`config.mk`:
```
export PLATFORM = sky130hd
export DESIGN_NAME = banco_reg_param
export DESIGN_NICKNAME = d
export VERILOG_FILES = /design/src/rtl/banco_pkg.sv /design/src/rtl/banco_entry.sv /design/src/rtl/banco_reg_param.sv
export SDC_FILE = /design/constraint.sdc
export NUM_CORES = 1
export LEC_CHECK = 0
export CAP_MARGIN = 30
export CELL_PAD_IN_SITES_DETAIL_PLACEMENT = 1
export CELL_PAD_IN_SITES_GLOBAL_PLACEMENT = 1
export CORE_ASPECT_RATIO = 1.1
export CORE_MARGIN = 2
export CORE_UTILIZATION = 36
export CTS_CLUSTER_SIZE = 14
export DETAILED_ROUTE_END_ITERATION = 6
export DONT_BUFFER_PORTS = 1
export PLACE_DENSITY = 0.58
export SETUP_SLACK_MARGIN = 0.4
export SYNTH_ARGS = -nofsm -noshare
export SYNTH_HDL_FRONTEND = slang
export SYNTH_SLANG_ARGS = --single-unit
```
`constraint.sdc`:
```
create_clock -name clock -period 4.2 [get_ports clock]
set_clock_uncertainty 0.1 [all_clocks]
set_input_delay 0.42 -clock clock [delete_from_list [all_inputs] [get_ports clock]]
set_output_delay 0.42 -clock clock [all_outputs]
set_load 0.03 [all_outputs]
```
`src/rtl/banco_pkg.sv`:
```
// Shared definitions for the banco register file: clear-FSM state type,
// default geometry and the address-width helper.
package banco_pkg;

  // Bulk-clear engine state.
  typedef enum logic [0:0] {
    IDLE  = 1'b0,
    CLEAR = 1'b1
  } state_e;

  localparam int DEFAULT_WIDTH = 8;
  localparam int DEFAULT_DEPTH = 8;

  // Address width for a bank of 'depth' entries; never less than one bit.
  function automatic int addr_width(input int depth);
    if (depth > 2) begin
      return $clog2(depth);
    end else begin
      return 1;
    end
  endfunction

endpackage

```
`src/rtl/banco_entry.sv`:
```
// One WIDTH-bit storage word of the register bank.
// Synchronous clear has priority over synchronous load; async active-low reset.
module banco_entry #(
  parameter int WIDTH = 8
) (
  input  logic             clk_i,
  input  logic             rst_ni,
  input  logic             en_i,
  input  logic             clr_i,
  input  logic [WIDTH-1:0] d_i,
  output logic [WIDTH-1:0] q_o
);

  logic [WIDTH-1:0] data_q;
  logic [WIDTH-1:0] data_d;

  // Next value: clear wins over load, otherwise hold.
  always_comb begin
    data_d = data_q;
    if (clr_i) begin
      data_d = {WIDTH{1'b0}};
    end else if (en_i) begin
      data_d = d_i;
    end else begin
      data_d = data_q;
    end
  end

  // Storage flop with asynchronous reset to zero.
  always_ff @(posedge clk_i or negedge rst_ni) begin
    if (!rst_ni) begin
      data_q <= {WIDTH{1'b0}};
    end else begin
      data_q <= data_d;
    end
  end

  assign q_o = data_q;

endmodule

```
`src/rtl/banco_reg_param.sv`:
```
// Parametrised register bank: WIDTH x DEPTH, two combinational read ports,
// one synchronous write port, optional hardwired-zero entry 0 and a
// one-entry-per-cycle bulk-clear engine with a busy flag.
// Build option: define BANCO_BYPASS_EN to forward WriteData to a read port
// addressing the entry being written in the same cycle.
module banco_reg_param
  import banco_pkg::*;
#(
  parameter int WIDTH    = DEFAULT_WIDTH,
  parameter int DEPTH    = DEFAULT_DEPTH,
  parameter int ZERO_REG = 0
) (
  input  logic                           clock,
  input  logic                           reset_n,
  input  logic [addr_width(DEPTH)-1:0]   Read1,
  input  logic [addr_width(DEPTH)-1:0]   Read2,
  input  logic [addr_width(DEPTH)-1:0]   WriteReg,
  input  logic [WIDTH-1:0]               WriteData,
  input  logic                           RegWrite,
  input  logic                           clr_req,
  output logic [WIDTH-1:0]               Data1,
  output logic [WIDTH-1:0]               Data2,
  output logic                           busy
);

  localparam int AW = addr_width(DEPTH);
  localparam logic [AW-1:0] LAST_IDX = AW'(DEPTH - 1);
  localparam logic [AW-1:0] ZERO_IDX = {AW{1'b0}};

  state_e           state_q;
  state_e           state_d;
  logic [AW-1:0]    cnt_q;
  logic [AW-1:0]    cnt_d;
  logic             busy_q;
  logic             busy_d;

  logic             wr_ok_s;
  logic             clr_active_s;
  logic [DEPTH-1:0] wr_en_s;
  logic [DEPTH-1:0] clr_en_s;
  logic [WIDTH-1:0] bank_s [DEPTH];
  logic             byp1_s;
  logic             byp2_s;
  logic [WIDTH-1:0] data1_s;
  logic [WIDTH-1:0] data2_s;

  // Clear-engine state, sweep counter and busy flag registers.
  always_ff @(posedge clock or negedge reset_n) begin
    if (!reset_n) begin
      state_q <= IDLE;
      cnt_q   <= {AW{1'b0}};
      busy_q  <= 1'b0;
    end else begin
      state_q <= state_d;
      cnt_q   <= cnt_d;
      busy_q  <= busy_d;
    end
  end

  // Next state: start a sweep on clr_req, finish after the last entry.
  always_comb begin
    state_d = state_q;
    cnt_d   = cnt_q;
    case (state_q)
      IDLE: begin
        if (clr_req) begin
          state_d = CLEAR;
          cnt_d   = {AW{1'b0}};
        end else begin
          state_d = IDLE;
          cnt_d   = cnt_q;
        end
      end
      CLEAR: begin
        if (cnt_q == LAST_IDX) begin
          state_d = IDLE;
          cnt_d   = {AW{1'b0}};
        end else begin
          state_d = CLEAR;
          cnt_d   = cnt_q + AW'(1'b1);
        end
      end
      default: begin
        state_d = IDLE;
        cnt_d   = {AW{1'b0}};
      end
    endcase
  end

  // Outputs of the engine: write qualification, sweep enable, next busy.
  always_comb begin
    wr_ok_s      = 1'b0;
    clr_active_s = 1'b0;
    busy_d       = (state_d == CLEAR);
    case (state_q)
      IDLE: begin
        if ((ZERO_REG != 0) && (WriteReg == ZERO_IDX)) begin
          wr_ok_s = 1'b0;
        end else begin
          wr_ok_s = RegWrite;
        end
        clr_active_s = 1'b0;
      end
      CLEAR: begin
        wr_ok_s      = 1'b0;
        clr_active_s = 1'b1;
      end
      default: begin
        wr_ok_s      = 1'b0;
        clr_active_s = 1'b0;
      end
    endcase
  end

  assign busy = busy_q;

  for (genvar i = 0; i < DEPTH; i++) begin : g_entry
    assign wr_en_s[i]  = wr_ok_s && (WriteReg == AW'(i));
    assign clr_en_s[i] = clr_active_s && (cnt_q == AW'(i));

    banco_entry #(
      .WIDTH (WIDTH)
    ) u_entry (
      .clk_i  (clock),
      .rst_ni (reset_n),
      .en_i   (wr_en_s[i]),
      .clr_i  (clr_en_s[i]),
      .d_i    (WriteData),
      .q_o    (bank_s[i])
    );
  end

  // Same-cycle forwarding hits for each read port.
  always_comb begin
`ifdef BANCO_BYPASS_EN
    byp1_s = wr_ok_s && (WriteReg == Read1);
    byp2_s = wr_ok_s && (WriteReg == Read2);
`else
    byp1_s = 1'b0;
    byp2_s = 1'b0;
`endif
  end

  // Read port 1: hardwired zero, then forwarding, then stored value.
  always_comb begin
    data1_s = {WIDTH{1'b0}};
    if ((ZERO_REG != 0) && (Read1 == ZERO_IDX)) begin
      data1_s = {WIDTH{1'b0}};
    end else if (byp1_s) begin
      data1_s = WriteData;
    end else begin
      data1_s = bank_s[Read1];
    end
  end

  // Read port 2: same selection as port 1.
  always_comb begin
    data2_s = {WIDTH{1'b0}};
    if ((ZERO_REG != 0) && (Read2 == ZERO_IDX)) begin
      data2_s = {WIDTH{1'b0}};
    end else if (byp2_s) begin
      data2_s = WriteData;
    end else begin
      data2_s = bank_s[Read2];
    end
  end

  assign Data1 = data1_s;
  assign Data2 = data2_s;

endmodule

```
======== Word level (Yosys, flattened, before mapping) ========
Index checks and enable logic that the tools add are counted.
word-level totals
  bits in registers ....................... 68
  input bits .............................. 21
  output and inout port bits .............. 17
cells by class
  add/sub/neg operators ................... 1
  $lt $le $gt $ge ......................... 2
  eq/ne operators ......................... 15
  muxes and demuxes ....................... 30
  bitwise operators ....................... 3
  reductions and logical operators ........ 26
operators by type and width
  cell                                                      number
  two-way mux 8 bit                                         20
  binary-select mux 8 bit (select 3 bit)                    2
  == test 3 bit, second input constant                      8
  logical AND 1 bit                                         16
  nonzero test 2 bit                                        8
  == test 3 x 2 -> 1 bit, second input constant             4
  greater-or-equal comparator 4 bit, second input constant  2
  NOT 3 -> 4 bit                                            2
  == test 3 x 1 -> 1 bit, second input constant             2
  logical NOT 3 bit                                         2
  two-way mux 3 bit                                         2
  case mux 1 bit (2 select lines)                           3
  case mux 3 bit (2 select lines)                           1
  adder 3 x 1 -> 3 bit, second input constant               1
  two-way mux 1 bit                                         2
  != test 2 bit, second input constant                      1
  NOT 1 bit                                                 1

======== Logic depth before layout (Yosys ltp) ========
Gate-level depths: netlist of the first run.
  depth in word-level cells ............... 5
  depth in mapped cells ................... 6
  mapped depth without buffers ............ 5

======== Modules after synthesis ========
Synthesis of the first run repeated with hierarchy kept, for this count alone.
unflattened totals
  cell total of the unflattened synthesis .. 311
  area total of the unflattened synthesis .. 4058.9 um2
modules (own cells, without submodules)
  module           instances  cells each  area an instance (um2)
  banco_entry      8          26          325.3
  banco_reg_param  1          103         1456.4

======== Least setup slack after synthesis of the first run ========
No wires, ideal clock.
  kind .................................... in2out
  start point ............................. input Read1[1]
  end point ............................... output Data1[2]
  data arrival time ....................... 1.542 ns
  data required time ...................... 3.680 ns
  path slack .............................. 2.138 ns
  stages .................................. 4
  path through ............................ buf_6 > buf_12 > mux4_1 > mux2_2
between the ends
  longest elaborated chain between the ends .. 4
RTL lines
  item                                                   RTL line                text
  from (decl)                                            banco_reg_param.sv:15   input logic [addr_width(DEPTH)-1:0] Read1,
  NOT 3 -> 4 bit (not written as such)                   banco_reg_param.sv:152  data1_s = bank_s[Read1];
  binary-select mux 8 bit (select 3 bit)                 banco_reg_param.sv:152
  two-way mux 8 bit (not written as such) (2 in series)  banco_reg_param.sv:152
  to (decl)                                              banco_reg_param.sv:21   output logic [WIDTH-1:0] Data1,
No other way between the ends. The select of a mux whose other input is x is not followed.

==> results.py, run 1 <==
metrics = {
    "routing": {
        "postRouteAntennaNets": 0,
        "route.detailed.drc": 0,
        "avgRoutedWirePerCell_um": 24.0,
        "drt_iter0_drc": 156,
        "vias": 3055,
        "drtPass1Iterations": 4,
        "avgViaCountPerCell": 5.89,
        "finalWirelength_um": 12500,
    },
    "global_route": {
        "grt_pass1_vias": 3311,
        "antenna_found_initial": 0,
        "grt_pass1_wl_um": 19700,
        "grt_max_degree": 69,
        "track_usage_pct": 22.0,
        "overflow": 0,
    },
    "cells_and_area": {
        "regArea_um2": 1700,
        "nNetsFinal": 395,
        "fin_util_pct": 40.4,
        "drive_gt1_share_pct": 11.3,
        "insertedDiodeCount": 0,
        "multi_input_area_um2": 2160,
        "fillCellCount": 1229,
        "layout-area-overhead-vs-synth_pct": 8.75,
    },
    "timing": {
        "timing.final.crit_share_pct": 59.4,
        "hold_viol": 0,
        "worstMarginPinSlew_ps": 942,
        "fin_crit_ps": 2490,
        "relSlewSlack_pct": 37.1,
        "holdWs_ps": 62.6,
        "setup_viol": 0,
        "tns_ps": 0,
        "fmax_ghz": 0.401,
        "rsz0062_at_grt": "false",
        "final_max_slew_viol_count": 0,
    },
    "pwr": {
        "leakagePower_uw": 0.00195,
        "p_per_area_nw_per_um2": 620,
        "max-vdd-ir-drop_mv": 0.235,
        "finalPower_uw": 2760,
    },
    "clock_tree": {
        "root_buffer": "clkbuf_16",
        "cts_buffers": 9,
        "clock-sinks": 68,
        "clock_latency_ps": 330,
        "clkSlewWorstSetupHoldPaths_ps": 60,
        "cts_buffer_depth": 2,
        "cts_tree": "built",
        "htreeDepth": 3,
        "cts_setup_buffers": 0,
    },
    "die": {
        "die-height_um": 116,
        "dieWidth_um": 106,
        "num_rows": 40,
        "ioPinCount": 38,
        "die_area_um2": 12200,
        "start_util_pct": 37.1,
        "core_area_um2": 11000,
    },
    "yosys": {
        "synth.area.top_cells": "dfrtp_1 (42%), mux4_1 (19%), nand3_1 (8.0%), o21ai_0 (7.8%), nand2_1 (6.1%)",
        "ys_types": 26,
        "synth_mux_area_share_pct": 24.9,
        "synth_xor_area_share_pct": 0,
        "ys_seq_elements": 68,
        "synth_top_cell_by_area": "dfrtp_1",
        "synthAdderAreaFrac_pct": 1.84,
        "ys_seq_area_share_pct": 41.6,
        "synthFlopType": "dfrtp_1",
        "syn_area_um2": 4090,
        "yosys.area_share.simple_pct": 17.6,
        "synth_warnings": 0,
        "syn_nets": 417,
        "synth_edf_count": 0,
        "synth_top_area_share_pct": 41.6,
        "synth_compound_area_share_pct": 8.41,
        "synthCells": 390,
        "async_flop_share_pct": 100,
        "synth_top_family_by_area": "multiplexers",
        "syn_area_per_cell_um2": 10.5,
    },
    "setup_path": {
        "path_max_fanout": 24,
        "endpoint_kind": "flip-flop",
        "arrival_ps": 2590,
        "start_kind": "flip-flop",
        "crit_type": "reg2reg",
        "required_ps": 4290,
    },
    "place": {
        "portBuffers": 0,
        "place.gp.congestion": 0.768,
        "hpwl_um": 8560,
    },
    "status": {
        "status": "complete, no violations",
    },
    "hold_path": {
        "worstHoldPathType": "in2reg",
    },
    "run": {
        "maxCapViolCount": 0,
    },
}
-- placed cells by master, fill, tap and decap left out, types with 2 or more instances in the layout --
cell	count
and2_0	4
and2_1	5
buf_4	7
clkbuf_16	9
clkinvlp_4	2
dfrtp_1	68
ha_1	6
inv_1	4
mux2_2	16
mux4_1	29
mux4_2	3
nand2_1	67
nand3_1	65
nand3b_1	3
nand4_1	2
nor2_1	3
nor2b_1	2
o21ai_0	64
o31ai_1	2
-- cells in the mapped netlist, types with 3 or more instances --
cell and instances:
nor2_1 3, dfrtp_1 68, buf_2 8, ha_1 6
mux2_2 16, inv_1 4, nand3b_1 3, mux4_1 29
clkbuf_1 28, mux4_2 3, and2_0 4, nand3_1 65
o21ai_0 64, nand2_1 67, and2_1 5
-- through the flow --
step	setup slack, ps	area (um2)	cells
finish	1710	4450	519
global route	1490	4450	519
CTS	1730	4450	519
detailed placement	1730	4120	502
global placement	1800	4120	502
floorplan	2140	4090	390
-- cell families (layout without fill, tap and decap cells) --
kind of cell | Yosys count | count (layout)
and+or+nand+nor | 154 | 154
buffers and inverters | 46 | 28
AOI/OAI and AO/OA | 67 | 67
DFF | 68 | 68
adders and majority gates | 6 | 6
muxes | 49 | 49
-- worst max-delay path, stage by stage, from the launching register on --
cell     delay [ps]
dfrtp_1         680
nor3b_4         900
and2_0          490
o21ai_0         170
-- layer usage --
layer	vias up	share of wire, %	track usage, %
met1	1564	42	26.9
met5	-	0	0
met4	0	1.7	7.11
li1	1384	-	-
met2	95	49	37.8
met3	12	7.6	6.19
-- state kept, by name, summed over array words and instances, names as in the netlist --
name                 cells
busy                     1
cnt_q                    3
g_entry.u_entry.q_o     64
-- report_power, final --
| part | internal [uW] | switching [uW] | leakage, uW |
|---|---|---|---|
| Clock | 472 | 290 | 0.000138 |
| Combinational | 355 | 509 | 0.000889 |
| Sequential | 896 | 233 | 0.000924 |
| Total | 1720 | 1030 | 0.00195 |
-- final cells by class --
cell class	count	share of cell area (%)
tap	147	4.14
inverter	4	0.338
timing repair buffer	9	2.03
sequential	68	38.3
multi-input combinational	276	48.7
clock buffer	11	5.46
clock inverter	4	1.13
-- path summary, 6_finish.rpt --
path	slack [ps]	cells past startpoint	endpoint	startpoint
worst max register to register	1710	3	g_entry[4].u_entry.q_o[5]	busy
max in group asynchronous	3170	2	g_entry[0].u_entry.q_o[7]	reset_n
worst min register to register	440	2	g_entry[7].u_entry.q_o[2]	g_entry[7].u_entry.q_o[2]
min in group asynchronous	530	2	g_entry[1].u_entry.q_o[5]	reset_n
worst max-delay path	1710	3	g_entry[4].u_entry.q_o[5]	busy
worst min-delay path	60	1	cnt_q[1]	clr_req
-- timing repair --
action,CTS,global route
endpoints found under the hold margin,68,0
resized for setup,0,0
hold buffers,2,0
(Power assumes the default switching activity.)
==> run 2: changes to the inputs <==
==> constraint.sdc (replaced) <==
create_clock -name clock -period 2.5 [get_ports clock]
set_clock_uncertainty 0.1 [all_clocks]
set_input_delay 0.25 -clock clock [delete_from_list [all_inputs] [get_ports clock]]
set_output_delay 0.25 -clock clock [all_outputs]
set_load 0.03 [all_outputs]
==> results.py, run 2 (synthesis gave the netlist of run 1 again) <==
metrics = {
    "setup_path": {
        "r2r_end": "g_entry[2].u_entry.q_o[4]",
        "endpoint_kind": "output port",
        "crit_slowest_cell": "mux4_1",
        "crit_end": "Data2[4]",
        "path_cells": "mux4_1, mux2_2",
        "rr_startpoint": "busy",
        "start_kind": "flip-flop",
        "reg2regPathDepth": 3,
        "required_ps": 2150,
        "path_max_fanout": 3,
        "arrival_ps": 1670,
        "crit_start": "g_entry[4].u_entry.q_o[4]",
        "slowest_delay_ps": 550,
        "crit_type": "reg2out",
        "r2r_setup_slack_ps": 610,
    },
    "global_route": {
        "track_usage_pct": 22.5,
        "grt_pass1_vias": 3354,
        "overflow": 0,
        "antenna_found_initial": 0,
        "grt_max_degree": 69,
        "grt_pass1_wl_um": 20100,
    },
    "timing": {
        "fmax_ghz": 0.495,
        "timing.final.crit_share_pct": 80.8,
        "relSlewSlack_pct": 64.3,
        "tns_ps": 0,
        "fin_crit_ps": 2020,
        "rsz0062_at_grt": "false",
        "worstMarginPinSlew_ps": 535,
        "setup_viol": 0,
        "final.setup.worst_slack_ps": 480,
        "final_max_slew_viol_count": 0,
        "hold_viol": 0,
    },
    "pwr": {
        "max-vdd-ir-drop_mv": 0.463,
        "p_per_area_nw_per_um2": 1010,
        "leakagePower_uw": 0.00201,
    },
    "place": {
        "place.gp.congestion": 0.765,
        "portBuffers": 0,
        "place_ws_ps": 598,
        "hpwl_um": 8690,
    },
    "routing": {
        "postRouteAntennaNets": 0,
        "avgViaCountPerCell": 5.81,
        "drtPass1Iterations": 4,
        "finalWirelength_um": 12900,
        "vias": 3092,
        "avgRoutedWirePerCell_um": 24.2,
        "route.detailed.drc": 0,
        "drt_iter0_drc": 183,
    },
    "clock_tree": {
        "cts_buffer_depth": 2,
        "cts_resized": 0,
        "cts_tree": "built",
        "cts_buffers": 9,
        "clock_latency_ps": 340,
        "clkSlewWorstSetupHoldPaths_ps": 60,
        "clock-sinks": 68,
        "cts_setup_buffers": 0,
        "htreeDepth": 3,
        "root_buffer": "clkbuf_16",
    },
    "cells_and_area": {
        "insertedDiodeCount": 0,
        "nNetsFinal": 407,
        "largest_reg_flops": 64,
        "drive_gt1_share_pct": 12.2,
        "layout-area-overhead-vs-synth_pct": 10.9,
        "fin_util_pct": 41.2,
        "final_common_cell": "dfrtp_1",
        "layout_common_cells": "dfrtp_1 (68), nand2_1 (67), nand3_1 (65), o21ai_0 (64), mux4_1 (29)",
        "fillCellCount": 1228,
    },
    "hold_path": {
        "hold_depth": 2,
        "worstHoldPathType": "in2reg",
    },
    "die": {
        "num_rows": 40,
        "dieWidth_um": 106,
        "ioPinCount": 38,
        "core_area_um2": 11000,
        "die_area_um2": 12200,
        "die-height_um": 116,
        "start_util_pct": 37.1,
    },
    "run": {
        "maxCapViolCount": 0,
    },
    "status": {
        "status": "complete, no violations",
    },
}
[run 2: where the power goes]
group          internal (uW)  total, uW  switching [uW]
clock                    687       1170             487
combinational            619       1550             926
sequential              1510       1840             337
[run 2: through the flow]
stage,area [um2],cells,hold slack (ps),power (uW)
floorplan,4090,390,-146,2940
global placement,4140,505,-143,3280
detailed placement,4140,505,-143,3360
CTS,4540,532,22.6,4610
global route,4540,532,43.9,4860
finish,4540,532,32.1,4560
[run 2: cell type report]
| type | count | area (um2) | area share, % |
|---|---|---|---|
| clock buffers | 10 | 239 | 5.27 |
| clock inverters | 6 | 30.0 | 0.662 |
| inverters | 4 | 15.0 | 0.331 |
| multi-input cells | 276 | 2160 | 47.7 |
| flip-flops and latches | 68 | 1700 | 37.5 |
| well taps | 147 | 184 | 4.05 |
| repair buffers | 21 | 203 | 4.47 |
[run 2: timing repair]
action / in CTS / in global routing
endpoints found under the hold margin: 135 / 0
hold buffers: 11 / 0
endpoints found under the setup margin: 0 / 0
[run 2: routing by layer]
| layer | up-vias | share of wire [%] | global-route usage (%) |
|---|---|---|---|
| li1 | 1407 | - | - |
| met1 | 1595 | 41 | 27.9 |
| met2 | 76 | 51 | 39.0 |
| met3 | 14 | 5.9 | 5.06 |
| met4 | 0 | 1.6 | 7.89 |
| met5 | - | 0 | 0 |
[run 2: how the worst min path moves through the flow]
| stage | from | endpoint |
|---|---|---|
| after detailed placement | reset_n | g_entry[7].u_entry.q_o[7] |
| after floorplan | reset_n | busy |
| after global routing | clr_req | cnt_q[0] |
| final | clr_req | cnt_q[0] |
| after CTS | clr_req | cnt_q[0] |
| after global placement | reset_n | g_entry[7].u_entry.q_o[4] |
[run 2: worst max-delay path, delay by kind of cell (launching register included)]
| kind | cells | cell delay [ps] |
|---|---|---|
| multiplexers | 2 | 940 |
| flip-flops | 1 | 400 |
==> run 3: changes to the inputs <==
==> constraint.sdc (replaced) <==
create_clock -name clock -period 1.92 [get_ports clock]
set_clock_uncertainty 0.1 [all_clocks]
set_input_delay 0.192 -clock clock [delete_from_list [all_inputs] [get_ports clock]]
set_output_delay 0.192 -clock clock [all_outputs]
set_load 0.03 [all_outputs]
==> results.py, run 3 (synthesis gave the netlist of run 1 again) <==
metrics = {
    "status": {
        "status": "finished, violations left",
        "violations": "hold timing",
    },
    "clock_tree": {
        "clkSlewWorstSetupHoldPaths_ps": 60,
        "clock_latency_ps": 340,
        "cts_buffers": 9,
        "cts_buffer_depth": 2,
        "cts_tree": "built",
        "clock-sinks": 68,
        "htreeDepth": 3,
        "ctsHoldBuffers": 10,
        "root_buffer": "clkbuf_16",
    },
    "cells_and_area": {
        "multi_input_area_um2": 2170,
        "final_common_cell": "dfrtp_1",
        "regArea_um2": 1700,
        "layout-area-overhead-vs-synth_pct": 14.7,
        "nNetsFinal": 421,
        "fin_util_pct": 42.6,
        "insertedDiodeCount": 0,
        "layout_common_cells": "dfrtp_1 (66), nand2_1 (65), nand3_1 (62), o21ai_0 (60), mux4_2 (31)",
        "fillCellCount": 1248,
        "drive_gt1_share_pct": 25.8,
        "final_cells": 546,
        "largest_reg_flops": 64,
    },
    "timing": {
        "worstMarginPinSlew_ps": 572,
        "final_max_slew_viol_count": 0,
        "holdWs_ps": -556,
        "timing.final.crit_share_pct": 97.6,
        "relSlewSlack_pct": 61.9,
        "rsz0062_at_grt": "true",
        "fmax_ghz": 0.534,
        "setup_viol": 0,
        "fin_crit_ps": 1870,
        "hold_viol": 68,
        "tns_ps": 0,
    },
    "die": {
        "ioPinCount": 38,
        "die-height_um": 116,
        "num_rows": 40,
        "core_area_um2": 11000,
        "start_util_pct": 37.1,
        "die_area_um2": 12200,
        "dieWidth_um": 106,
    },
    "routing": {
        "vias": 3098,
        "route.detailed.drc": 0,
        "finalWirelength_um": 12800,
        "drtPass1Iterations": 4,
        "avgViaCountPerCell": 5.67,
        "postRouteAntennaNets": 0,
        "avgRoutedWirePerCell_um": 23.4,
        "drt_iter0_drc": 146,
    },
    "global_route": {
        "antenna_found_initial": 0,
        "track_usage_pct": 21.7,
        "overflow": 0,
        "grt_pass1_wl_um": 19500,
        "grt_max_degree": 69,
        "grt_pass1_vias": 3342,
    },
    "setup_path": {
        "path_max_fanout": 3,
        "required_ps": 1630,
        "crit_type": "reg2out",
        "endpoint_kind": "output port",
        "start_kind": "flip-flop",
        "arrival_ps": 1580,
    },
    "hold_path": {
        "worstHoldPathType": "in2async",
    },
    "place": {
        "place.gp.congestion": 0.776,
        "hpwl_um": 8590,
        "place_inst": 504,
        "portBuffers": 0,
    },
    "pwr": {
        "leakagePower_uw": 0.00194,
        "p_per_area_nw_per_um2": 1360,
        "max-vdd-ir-drop_mv": 0.668,
        "finalPower_uw": 6400,
    },
    "run": {
        "maxCapViolCount": 0,
    },
}
-- run 3: cell count changes in the layout (fill, tap and decap cells not counted), moves of 4 or more --
cell and change:
mux2_2 -16, o21ai_0 -4, mux4_1 -28, and2_4 +4, mux4_2 +28, and2_2 +4
and2_0 -4, clkinv_2 -5, and2_1 -4, buf_4 +9, mux2_4 +16, o21ai_1 +4
-- run 3: path summary, 6_finish.rpt --
check / slack, ps / startpoint / to / cells after the start
min: -560 / reset_n / cnt_q[1] / 0
max: 50 / g_entry[6].u_entry.q_o[1] / Data2[1] / 2
min in group clock: 60 / WriteReg[2] / g_entry[3].u_entry.q_o[5] / 3
max in group asynchronous: 2170 / reset_n / g_entry[3].u_entry.q_o[3] / 0
min reg2reg: 440 / g_entry[7].u_entry.q_o[6] / g_entry[7].u_entry.q_o[6] / 2
max reg2reg: 470 / cnt_q[0] / g_entry[7].u_entry.q_o[4] / 5
-- run 3: layer usage --
layer / routed length [um] / global-route usage [%] / up-vias
met5: 0 / 0 / -
met4: 170 / 7.37 / 0
met3: 684 / 5.74 / 14
met2: 6520 / 38.8 / 61
met1: 5390 / 25.4 / 1613
li1: - / - / 1410
-- run 3: critical path, stage by stage (launching register included) --
cell,delay [ps]
dfrtp_1,400
mux4_2,500
mux2_4,340
-- run 3: area by class of cell --
type	count	area share (%)
clock inverters	1	0.107
well taps	147	3.92
inverters	4	0.320
multi-input cells	277	46.4
clock buffers	15	5.92
repair buffers	34	7.04
flip-flops and latches	68	36.3
-- run 3: power by group --
group	internal (uW)	switching [uW]	leakage [uW]
Sequential	1970	489	0.000922
Clock	980	626	0.000140
Combinational	1080	1260	0.000882
Total	4030	2370	0.00194
-- run 3: stage by stage --
step | hold slack, ps | setup slack [ps] | instance area [um2]
final | -556 | 46.7 | 4690
after global routing | -564 | 13.7 | 4690
after CTS | -566 | 35.0 | 4570
after detailed placement | -202 | 236 | 4140
after global placement | -201 | 293 | 4140
after floorplan | -204 | 394 | 4140
-- run 3: repair_timing --
action / 4_1_cts / 5_1_grt
endpoints found under the hold margin: 136 / 68
setup buffers: 5 / 9
pin swaps: 1 / 2
gates cloned: 0 / 2
resized for setup: 35 / 8
endpoints found under the setup margin: 80 / 64
